### src/rtl/jk_reg_bank.sv
// Bank of WIDTH independent JK-style bits driven by 2-bit per-bit commands,
// with a registered change flag and a saturating count of toggle events.
module jk_reg_bank #(
  parameter int unsigned             WIDTH   = 8,
  parameter int unsigned             CNT_W   = 8,
  parameter logic [WIDTH-1:0]        RST_VAL = {WIDTH{1'b0}}
) (
  input  logic                 clk,
  input  logic                 rst,
  input  logic                 en,
  input  logic [2*WIDTH-1:0]   state,
  input  logic                 cnt_clr,
  output logic [WIDTH-1:0]     q,
  output logic [WIDTH-1:0]     qn,
  output logic                 changed,
  output logic [CNT_W-1:0]     toggle_cnt
);

  typedef enum logic [1:0] {
    CMD_HOLD   = 2'b00,
    CMD_RESET  = 2'b01,
    CMD_SET    = 2'b10,
    CMD_TOGGLE = 2'b11
  } cmd_e;

  logic [WIDTH-1:0] r_q;
  logic             r_changed;
  logic [CNT_W-1:0] r_cnt;

  logic [WIDTH-1:0] w_q_next;
  logic             w_tog_any;
  logic             w_cnt_sat;

  // With en low the bank holds, so w_q_next == r_q and the change flag drops.
  always_comb begin
    // NOTE: defaults first so every path assigns both outputs; no latch is inferred.
    w_q_next  = r_q;
    w_tog_any = 1'b0;
    if (en) begin
      for (int i = 0; i < int'(WIDTH); i++) begin
        case (cmd_e'(state[2*i +: 2]))
          CMD_HOLD:   w_q_next[i] = r_q[i];
          CMD_RESET:  w_q_next[i] = 1'b0;
          CMD_SET:    w_q_next[i] = 1'b1;
          CMD_TOGGLE: begin
            w_q_next[i] = ~r_q[i];
            w_tog_any   = 1'b1;
          end
          default:    w_q_next[i] = r_q[i];
        endcase
      end
    end
  end

  assign w_cnt_sat = &r_cnt;

  always_ff @(posedge clk) begin
    // NOTE: non-blocking assignments so every register samples pre-edge values.
    if (rst) begin
      r_q       <= RST_VAL;
      r_changed <= 1'b0;
      r_cnt     <= '0;
    end else begin
      r_q       <= w_q_next;
      r_changed <= (w_q_next != r_q);
      // Clear beats a coincident toggle event; the count never wraps.
      if (cnt_clr)
        r_cnt <= '0;
      else if (w_tog_any && !w_cnt_sat)
        r_cnt <= r_cnt + 1'b1;
    end
  end

  assign q          = r_q;
  assign qn         = ~r_q;
  assign changed    = r_changed;
  assign toggle_cnt = r_cnt;

endmodule

### config.mk
export PLATFORM = sky130hd
export DESIGN_NAME = jk_reg_bank
export DESIGN_NICKNAME = d
export VERILOG_FILES = /design/src/rtl/jk_reg_bank.sv
export SDC_FILE = /design/constraint.sdc
export NUM_CORES = 1
export LEC_CHECK = 0
export CAP_MARGIN = 5
export CORE_ASPECT_RATIO = 1.5
export CORE_MARGIN = 2
export CORE_UTILIZATION = 36
export CTS_CLUSTER_SIZE = 28
export DETAILED_ROUTE_END_ITERATION = 10
export PLACE_DENSITY = 0.81
export SETUP_SLACK_MARGIN = 0.1
export SLEW_MARGIN = 0
export SYNTH_ARGS = -nofsm -noshare
export SYNTH_HDL_FRONTEND = slang
export SYNTH_SLANG_ARGS = --single-unit
### constraint.sdc
create_clock -name clk -period 1.64 [get_ports clk]
set_input_delay 0.164 -clock clk [delete_from_list [all_inputs] [get_ports clk]]
set_output_delay 0.164 -clock clk [all_outputs]
set_load 0.02 [all_outputs]
Word-level counts from Yosys, hierarchy flattened:

Index checks and enable logic that the tools add are counted.

* memories: 0
* bits in latches: 0
* RAM bits: 0
* memory bits (read-only): 0
* word-level logic and storage cells: 68
* output and inout port bits: 25
* register bits: 17

* mux-type cells: 18
* magnitude comparators: 0
* bitwise logic cells: 9
* divide/modulo/power cells: 0
* shift operators: 0
* eq/ne operators: 25
* $mul: 0
* reductions and logical operators: 12
* add/subtract/negate cells: 1

Operators by type and width (count)
* == test 2 bit, second input constant: 16
* one-hot mux 1 bit (4 select lines): 8
* == test 2 x 1 -> 1 bit, second input constant: 8
* logical NOT 2 bit: 8
* 2-to-1 mux 1 bit: 9
* adder 8 x 1 -> 8 bit, second input constant: 1
* 2-to-1 mux 8 bit: 1
* inequality test 8 bit: 1
* inverter 1 bit: 8
* inverter 8 bit: 1
* AND reduction 8 bit: 1
* OR reduction 2 bit: 1
* logical AND 1 bit: 1
* logical NOT 1 bit: 1

Depth between registers and ports, before layout:

Gate-level depths: netlist of the first run.

* depth after elaboration: 11
* gate-level depth with buffers: 5
* mapped depth without buffers: 5

Least setup slack after synthesis of the first run:

Ideal clock, no wire load.

* path type: register to register
* start point: register r_cnt[0] (netlist: toggle_cnt[0])
* end point: register r_cnt[7] (netlist: toggle_cnt[7])
* buffers on the path: 0
* slack: -0.024 ns
* library setup time: 0.070 ns
* cell stages (with the launch flop): 6
* arrival time: 1.594 ns
* cell sequence: dfxtp_1 -> ha_1 -> and3_4 -> or3_1 -> or3_1 -> a21oi_1

* word-level cells in the longest chain between the ends: 3
* elaborated cells on any way between the ends: 4
* those cells by class: 1 x add/sub; 3 x reduce/logical

Ends and longest elaborated chain
* from (decl): RTL line 28 `logic [CNT_W-1:0] r_cnt;`
* from (signal assigned): RTL line 70 `r_cnt <= r_cnt + 1'b1;`
* parallel branches: the longest is 3 deep, another holds adder 8 x 1 -> 8 bit

Several ways; the timed one is not identified.
A chain may end at the register's enable or synchronous reset.

Final worst setup path of the first run:

Same ends and word-level chain as after synthesis.

==> results of run 1 <==
-- cells in the final DEF (no fill, tap or decap), types with 2 or more instances in the layout --
cell	n
clkdlybuf4s50_1	34
buf_4	20
dfxtp_1	15
nand2_1	13
inv_1	11
dlymetal6s2s_1	10
a21oi_1	7
a22oi_1	7
nor2_1	6
nor2b_1	5
nand3_1	4
o21ai_0	4
nand4_1	3
a22o_4	3
clkbuf_8	3
o31ai_1	2
and3_1	2
or3_1	2
a311oi_1	2
mux2i_1	2
nor4_1	2
a22o_1	2
or3_4	2
dfxtp_4	2
-- cells in the mapped netlist (3+ instances only) --
cell type and instances:
nor2_1 6, nand3_1 4, nand2_1 13, nand4_1 3
inv_1 11, a22o_1 3, a22oi_1 7, nor2b_1 5
or3_1 4, dfxtp_1 17, o21ai_0 4, a21oi_1 8
-- layer usage --
metal	vias to the layer above	global-route usage	wire [um]
li1	561	-	-
met1	556	0.236	1230
met2	50	0.380	1770
met3	10	0.0241	162
met4	0	0.150	116
met5	-	0	0
-- kinds of logic (layout without fill, tap and decap cells) --
group           after synthesis  after routing  share of synthesized area
compound gates               35             35                      0.280
simple gates                 46             46                      0.276
flops                        17             17                      0.351
fa+ha+maj                     1              1                     0.0129
buf+inv                      15             79                     0.0606
mux                           2              2                     0.0206
-- state kept, by name, indices dropped and copies added (netlist names) --
signal      flops
q               8
toggle_cnt      8
changed         1
-- through the flow --
stage	utilization	hold slack, ps	instance area [sq um]
3_3_place_gp	0.602	477	1580
6_report	0.657	317	1720
2_1_floorplan	-	273	988
3_5_place_dp	0.602	487	1580
5_1_grt	0.657	329	1720
4_1_cts	0.638	496	1670
-- where the power goes --
part | total [mW] | internal (mW) | switching, mW | leakage [nW]
Sequential | 0.446 | 0.427 | 0.0187 | 0.140
Clock | 0.315 | 0.172 | 0.143 | 0.0228
Combinational | 0.301 | 0.158 | 0.143 | 0.594
Total | 1.06 | 0.757 | 0.304 | 0.757
-- timing repair --
action                                 CTS  global route
setup endpoints to repair                3             9
endpoints found under the hold margin    0             0
resized for setup                        3            15
hold buffers                             0             0
setup buffers                            4             0
pin swaps                                3             5
gates cloned                             0             0
-- tightest hold or removal path: cells and delay by family --
kind / cells / cell delay (ps)
buffers and inverters: 2 / 280
AO/OA/AOI/OAI: 1 / 70
-- worst max path at each step --
stage,end,depth (start not counted)
floorplan,toggle_cnt[7],5
global placement,toggle_cnt[1],6
detailed placement,toggle_cnt[2],6
CTS,toggle_cnt[7],5
global route,toggle_cnt[7],5
finish,toggle_cnt[7],5
-- final cells by class --
cell class                      count  area, sq um
Inverter                           11         41.3
Fill cell                         208          897
Sequential cell                    17          348
Timing Repair Buffer               64          616
Clock buffer                        4         45.0
Tap cell                           37         46.3
Multi-Input combinational cell     84          626
==> flow_results.xml, run 1 <==
<?xml version="1.0" encoding="UTF-8"?>
<metrics>
  <group name="synthesis">
    <metric name="syn-cell-area" unit="sq um">971</metric>
    <metric name="postSynthCellCount" unit="">116</metric>
    <metric name="synth_largest_type_area_fraction" unit="">0.351</metric>
    <metric name="synth_flop_cell" unit="">dfxtp_1</metric>
    <metric name="ys_seq_area_frac" unit="">0.351</metric>
    <metric name="ys_types" unit="">36</metric>
    <metric name="net_count_after_synthesis" unit="">137</metric>
    <metric name="synthesis.area_per_instance" unit="sq um">8.37</metric>
    <metric name="ys_async_sr_fraction" unit="">0</metric>
    <metric name="number_of_storage_elements_in_the_synthesis_netlist" unit="">17</metric>
    <metric name="post_synth_main_area_contributors" unit="">dfxtp_1 (35%), a22oi_1 (5.4%), nand2_1 (5.0%)</metric>
    <metric name="number_of_enable_flip_flop_cells_after_synthesis" unit="">0</metric>
    <metric name="synthDominantAreaCellType" unit="">dfxtp_1</metric>
    <metric name="synthesis.yosys.warnings" unit="">0</metric>
  </group>
  <group name="critical_path">
    <metric name="crit_family" unit="">simple AND/OR/NAND/NOR gates</metric>
    <metric name="cp_num_buf_inv" unit="">0</metric>
    <metric name="type_of_the_setup_path_with_the_least_slack" unit="">flop to flop</metric>
    <metric name="crit_path_max_incr_delay" unit="ps">360</metric>
    <metric name="critical_path_required" unit="ps">1830</metric>
    <metric name="critical_path_peak_fanout" unit="">4</metric>
    <metric name="worst_setup_path_startpoint" unit="">toggle_cnt[0]</metric>
    <metric name="cp_common_cell" unit="">or3_4</metric>
    <metric name="endpoint_kind" unit="">flop</metric>
    <metric name="timing.critical_path.from_type" unit="">flop</metric>
    <metric name="regToRegEndpoint" unit="">toggle_cnt[7]</metric>
    <metric name="timing.reg2reg.setup_slack" unit="ps">50</metric>
    <metric name="worst_reg_to_reg_path_cell_count" unit="">5</metric>
    <metric name="timing.critical_path.slowest_stage_cell" unit="">dfxtp_4</metric>
    <metric name="critical_path_arrival" unit="ps">1780</metric>
    <metric name="regToRegStartpoint" unit="">toggle_cnt[0]</metric>
    <metric name="cp_cell_sequence" unit="">ha_4, and3_4, or3_4, or3_4, a21oi_2</metric>
  </group>
  <group name="clock_network">
    <metric name="clock_insertion_delay_worst_skew" unit="ps">250</metric>
    <metric name="clk_root_buffer_cell" unit="">clkbuf_8</metric>
    <metric name="clk_pin_slew_worst_paths" unit="ps">70</metric>
    <metric name="clock_path_buffers" unit="">2</metric>
    <metric name="cts_tree" unit="">built</metric>
    <metric name="ctsHtreeMaxLevel" unit="">1</metric>
    <metric name="tritoncts.num_buffers" unit="">3</metric>
    <metric name="cts.sink_count" unit="">17</metric>
  </group>
  <group name="sta">
    <metric name="timing.final.ws_setup" unit="ps">47.7</metric>
    <metric name="finClkSkew" unit="ps">3.29</metric>
    <metric name="highest_attainable_clock_frequency" unit="GHz">0.628</metric>
    <metric name="layout_worst_path_cycle_share" unit="">0.971</metric>
    <metric name="grt_setup_unrepaired" unit="">true</metric>
    <metric name="number_of_endpoints_with_negative_hold_slack_in_the_final_report" unit="">0</metric>
    <metric name="fin_setup_tns" unit="ps">0</metric>
    <metric name="slew_headroom" unit="">0.746</metric>
    <metric name="worstMarginPinSlew" unit="ps">378</metric>
    <metric name="timing.final.setup_violations" unit="">0</metric>
    <metric name="final-max-slew-violation-count" unit="">0</metric>
    <metric name="finalCriticalPeriod" unit="ps">1590</metric>
  </group>
  <group name="floorplanning">
    <metric name="core_region_area" unit="sq um">2620</metric>
    <metric name="rows" unit="">23</metric>
    <metric name="dieHeight" unit="um">67.6</metric>
    <metric name="die-area" unit="sq um">3140</metric>
    <metric name="ios" unit="">45</metric>
    <metric name="start_util" unit="">0.371</metric>
    <metric name="die_span_in_x" unit="um">46.4</metric>
  </group>
  <group name="pwr">
    <metric name="fin_total_pwr" unit="mW">1.06</metric>
    <metric name="power.ir.vdd_worst" unit="mV">0.584</metric>
    <metric name="p_leak" unit="nW">0.757</metric>
    <metric name="power-per-cell-area" unit="nW/um^2">616</metric>
  </group>
  <group name="global_routing">
    <metric name="grt_first_pass_wirelength" unit="um">4900</metric>
    <metric name="grt_pass1_vias" unit="">1095</metric>
    <metric name="total_global_routing_overflow" unit="">0</metric>
    <metric name="groute.usage.overall" unit="">0.219</metric>
    <metric name="initial_antenna_violation_count" unit="">0</metric>
    <metric name="pin_count_of_the_biggest_net_entering_global_routing" unit="">21</metric>
  </group>
  <group name="worst_hold_path">
    <metric name="hold_path_depth" unit="">3</metric>
    <metric name="min_from" unit="">state[8]</metric>
    <metric name="timing.hold.worst.class" unit="">input port to flop</metric>
    <metric name="worstHoldEndpoint" unit="">q[4]</metric>
  </group>
  <group name="place">
    <metric name="place_congestion" unit="">0.905</metric>
    <metric name="dp_slack" unit="ps">-173</metric>
    <metric name="place.detailed.hpwl" unit="um">2420</metric>
    <metric name="port_buffers" unit="">44</metric>
    <metric name="numPlacedInstances" unit="">209</metric>
  </group>
  <group name="final_layout">
    <metric name="layout.cells.non_filler" unit="">217</metric>
    <metric name="final_layout_size_suffix_gt1_frac" unit="">0.222</metric>
    <metric name="insertedDiodeCount" unit="">0</metric>
    <metric name="synthesis_to_layout_area_growth" unit="%">77.3</metric>
    <metric name="nets" unit="">202</metric>
  </group>
  <group name="route">
    <metric name="initialDrtViolationCount" unit="">27</metric>
    <metric name="detailroute.via_count" unit="">1177</metric>
    <metric name="detail_route.drc_violations" unit="">0</metric>
    <metric name="drtAntennaViolNets" unit="">0</metric>
    <metric name="detail_route.wl_per_cell" unit="um">15.1</metric>
    <metric name="drt-total-wl" unit="um">3280</metric>
    <metric name="first_pass_iters" unit="">4</metric>
    <metric name="via_per_inst" unit="">5.42</metric>
  </group>
  <group name="status">
    <metric name="outcome" unit="">finished clean</metric>
  </group>
  <group name="job">
    <metric name="max_cap_viol_count" unit="">0</metric>
  </group>
</metrics>
No activity file was read; power rests on OpenSTA's default activity.
==> inputs of run 2 (changes only) <==
MAX_ROUTING_LAYER = met4   (was unset)
PLACE_DENSITY = unset   (was 0.81)
PLACE_DENSITY_LB_ADDON = 0.08   (was unset)
==> run 2 against run 1 <==
Power fell by 0.79%. Combinational power fell by 2%. Sequential power barely moved. Global-route usage fell by 1.3 points. Setup slack improved by 63 ps. Clock-buffer cell count did not move. Design area fell by 2.0%. Clock power barely moved. Sequential cell count did not move. Core utilization fell by 1.3 points. Fmax rose by 4.1%. Largest power group unchanged. Highest routed layer unchanged.
==> flow_results.xml, run 2 (synthesis results as in run 1) <==
<?xml version="1.0" encoding="UTF-8"?>
<metrics>
  <group name="route">
    <metric name="via_per_inst" unit="">5.20</metric>
    <metric name="detailroute.via_count" unit="">1108</metric>
    <metric name="drt-total-wl" unit="um">2920</metric>
    <metric name="initialDrtViolationCount" unit="">30</metric>
    <metric name="first_pass_iters" unit="">4</metric>
    <metric name="detail_route.drc_violations" unit="">0</metric>
    <metric name="detail_route.wl_per_cell" unit="um">13.7</metric>
    <metric name="drtAntennaViolNets" unit="">0</metric>
  </group>
  <group name="clock_network">
    <metric name="clock_insertion_delay_worst_skew" unit="ps">250</metric>
    <metric name="ctsHtreeMaxLevel" unit="">1</metric>
    <metric name="cts_tree" unit="">built</metric>
    <metric name="clk_root_buffer_cell" unit="">clkbuf_8</metric>
    <metric name="clock_path_buffers" unit="">2</metric>
    <metric name="tritoncts.num_buffers" unit="">3</metric>
    <metric name="ctsHoldBuffers" unit="">0</metric>
    <metric name="cts.sink_count" unit="">17</metric>
    <metric name="clk_pin_slew_worst_paths" unit="ps">70</metric>
  </group>
  <group name="sta">
    <metric name="slew_headroom" unit="">0.700</metric>
    <metric name="final-max-slew-violation-count" unit="">0</metric>
    <metric name="worstMarginPinSlew" unit="ps">447</metric>
    <metric name="number_of_endpoints_with_negative_hold_slack_in_the_final_report" unit="">0</metric>
    <metric name="highest_attainable_clock_frequency" unit="GHz">0.654</metric>
    <metric name="worst_hold_slack" unit="ps">309</metric>
    <metric name="finalCriticalPeriod" unit="ps">1530</metric>
    <metric name="timing.final.setup_violations" unit="">0</metric>
    <metric name="finClkSkew" unit="ps">0.730</metric>
    <metric name="layout_worst_path_cycle_share" unit="">0.932</metric>
    <metric name="fin_setup_tns" unit="ps">0</metric>
    <metric name="grt_setup_unrepaired" unit="">true</metric>
  </group>
  <group name="critical_path">
    <metric name="timing.critical_path.from_type" unit="">flop</metric>
    <metric name="cp_num_buf_inv" unit="">0</metric>
    <metric name="critical_path_arrival" unit="ps">1710</metric>
    <metric name="endpoint_kind" unit="">flop</metric>
    <metric name="cp_common_cell" unit="">or3_1</metric>
    <metric name="crit_path_max_incr_delay" unit="ps">350</metric>
    <metric name="crit_family" unit="">simple AND/OR/NAND/NOR gates</metric>
    <metric name="critical_path_required" unit="ps">1820</metric>
    <metric name="cp_cell_sequence" unit="">ha_4, and3_4, or3_1, or3_1, a21oi_1</metric>
    <metric name="type_of_the_setup_path_with_the_least_slack" unit="">flop to flop</metric>
    <metric name="timing.critical_path.slowest_stage_cell" unit="">dfxtp_4</metric>
    <metric name="critical_path_peak_fanout" unit="">4</metric>
  </group>
  <group name="pwr">
    <metric name="pwr-share-clk" unit="">0.299</metric>
    <metric name="switching_power" unit="mW">0.297</metric>
    <metric name="p_int" unit="mW">0.755</metric>
    <metric name="seq_power_share" unit="">0.422</metric>
    <metric name="combinationalPowerShare" unit="">0.279</metric>
    <metric name="power_switching_share" unit="">0.283</metric>
    <metric name="fin_total_pwr" unit="mW">1.05</metric>
    <metric name="p_leak" unit="nW">0.714</metric>
    <metric name="power.ir.vdd_worst" unit="mV">0.509</metric>
    <metric name="power-per-cell-area" unit="nW/um^2">624</metric>
  </group>
  <group name="global_routing">
    <metric name="grt_first_pass_wirelength" unit="um">4570</metric>
    <metric name="groute.usage.overall" unit="">0.206</metric>
    <metric name="total_global_routing_overflow" unit="">0</metric>
    <metric name="pin_count_of_the_biggest_net_entering_global_routing" unit="">21</metric>
    <metric name="initial_antenna_violation_count" unit="">0</metric>
    <metric name="grt_pass1_vias" unit="">1056</metric>
  </group>
  <group name="final_layout">
    <metric name="nets" unit="">198</metric>
    <metric name="final_common_cell" unit="">clkdlybuf4s50_1</metric>
    <metric name="layout.area.seq" unit="sq um">348</metric>
    <metric name="filler_cell_count" unit="">225</metric>
    <metric name="utilization" unit="">0.644</metric>
    <metric name="fin_area" unit="sq um">1690</metric>
    <metric name="synthesis_to_layout_area_growth" unit="%">73.7</metric>
    <metric name="final_cell_mix" unit="">clkdlybuf4s50_1 (36), buf_4 (16), dfxtp_1 (15)</metric>
    <metric name="insertedDiodeCount" unit="">0</metric>
    <metric name="final_layout_size_suffix_gt1_frac" unit="">0.205</metric>
    <metric name="multi_input_comb_area" unit="sq um">626</metric>
  </group>
  <group name="floorplanning">
    <metric name="core_region_area" unit="sq um">2620</metric>
    <metric name="dieHeight" unit="um">67.6</metric>
    <metric name="die-area" unit="sq um">3140</metric>
    <metric name="rows" unit="">23</metric>
    <metric name="ios" unit="">45</metric>
    <metric name="die_span_in_x" unit="um">46.4</metric>
    <metric name="start_util" unit="">0.371</metric>
  </group>
  <group name="place">
    <metric name="dpl-instance-area" unit="sq um">1560</metric>
    <metric name="port_buffers" unit="">44</metric>
    <metric name="place.detailed.hpwl" unit="um">2300</metric>
    <metric name="place_congestion" unit="">0.794</metric>
  </group>
  <group name="job">
    <metric name="max_cap_viol_count" unit="">0</metric>
  </group>
  <group name="status">
    <metric name="outcome" unit="">finished clean</metric>
  </group>
  <group name="worst_hold_path">
    <metric name="timing.hold.worst.class" unit="">input port to flop</metric>
  </group>
</metrics>
==> run 2: cell type report <==
| type | instances | share of cell area |
|---|---|---|
| Clock buffer | 4 | 0.0267 |
| Inverter | 11 | 0.0245 |
| Multi-Input combinational cell | 84 | 0.371 |
| Sequential cell | 17 | 0.206 |
| Tap cell | 37 | 0.0274 |
| Timing Repair Buffer | 60 | 0.344 |
==> run 2: through the flow <==
step / setup WS (ps) / cells
after global routing: 61.6 / 213
after CTS: 104 / 213
final: 111 / 213
after detailed placement: -154 / 207
after floorplan: 106 / 116
after global placement: -129 / 207
==> run 2: power groups by stage <==
stage	clock network, mW	registers, mW	logic [mW]
floorplan	0	0.473	0.109
global placement	0	0.455	0.281
detailed placement	0	0.456	0.282
CTS	0.326	0.444	0.288
global route	0.350	0.447	0.315
finish	0.315	0.444	0.294
==> run 2: path summary, 6_finish.rpt <==
| path | start | endpoint | slack [ps] | depth (start not counted) |
|---|---|---|---|---|
| max | toggle_cnt[0] | toggle_cnt[7] | 110 | 5 |
| min | state[8] | q[4] | 310 | 3 |
| max reg2reg | toggle_cnt[0] | toggle_cnt[7] | 110 | 5 |
| min reg2reg | q[5] | q[5] | 490 | 2 |
==> run 2: worst min-delay path: cells and delay by family <==
| kind | cells | cell delay [ps] |
|---|---|---|
| buffers and inverters | 2 | 290 |
| AOI/OAI and AO/OA | 1 | 60 |
==> run 2: per-layer routing <==
layer | up-vias | track usage | part of all wire
met3 | 8 | 0.0241 | 0.036
met5 | - | - | 0
met1 | 523 | 0.210 | 0.38
met2 | 29 | 0.372 | 0.55
met4 | 0 | 0.100 | 0.026
li1 | 548 | - | -
==> run 2: what timing repair did <==
| item | 4_1_cts | 5_1_grt |
|---|---|---|
| endpoints found under the setup margin | 2 | 8 |
| buffers inserted | 2 | 0 |
| pin swaps | 4 | 5 |
| resized for setup | 1 | 15 |
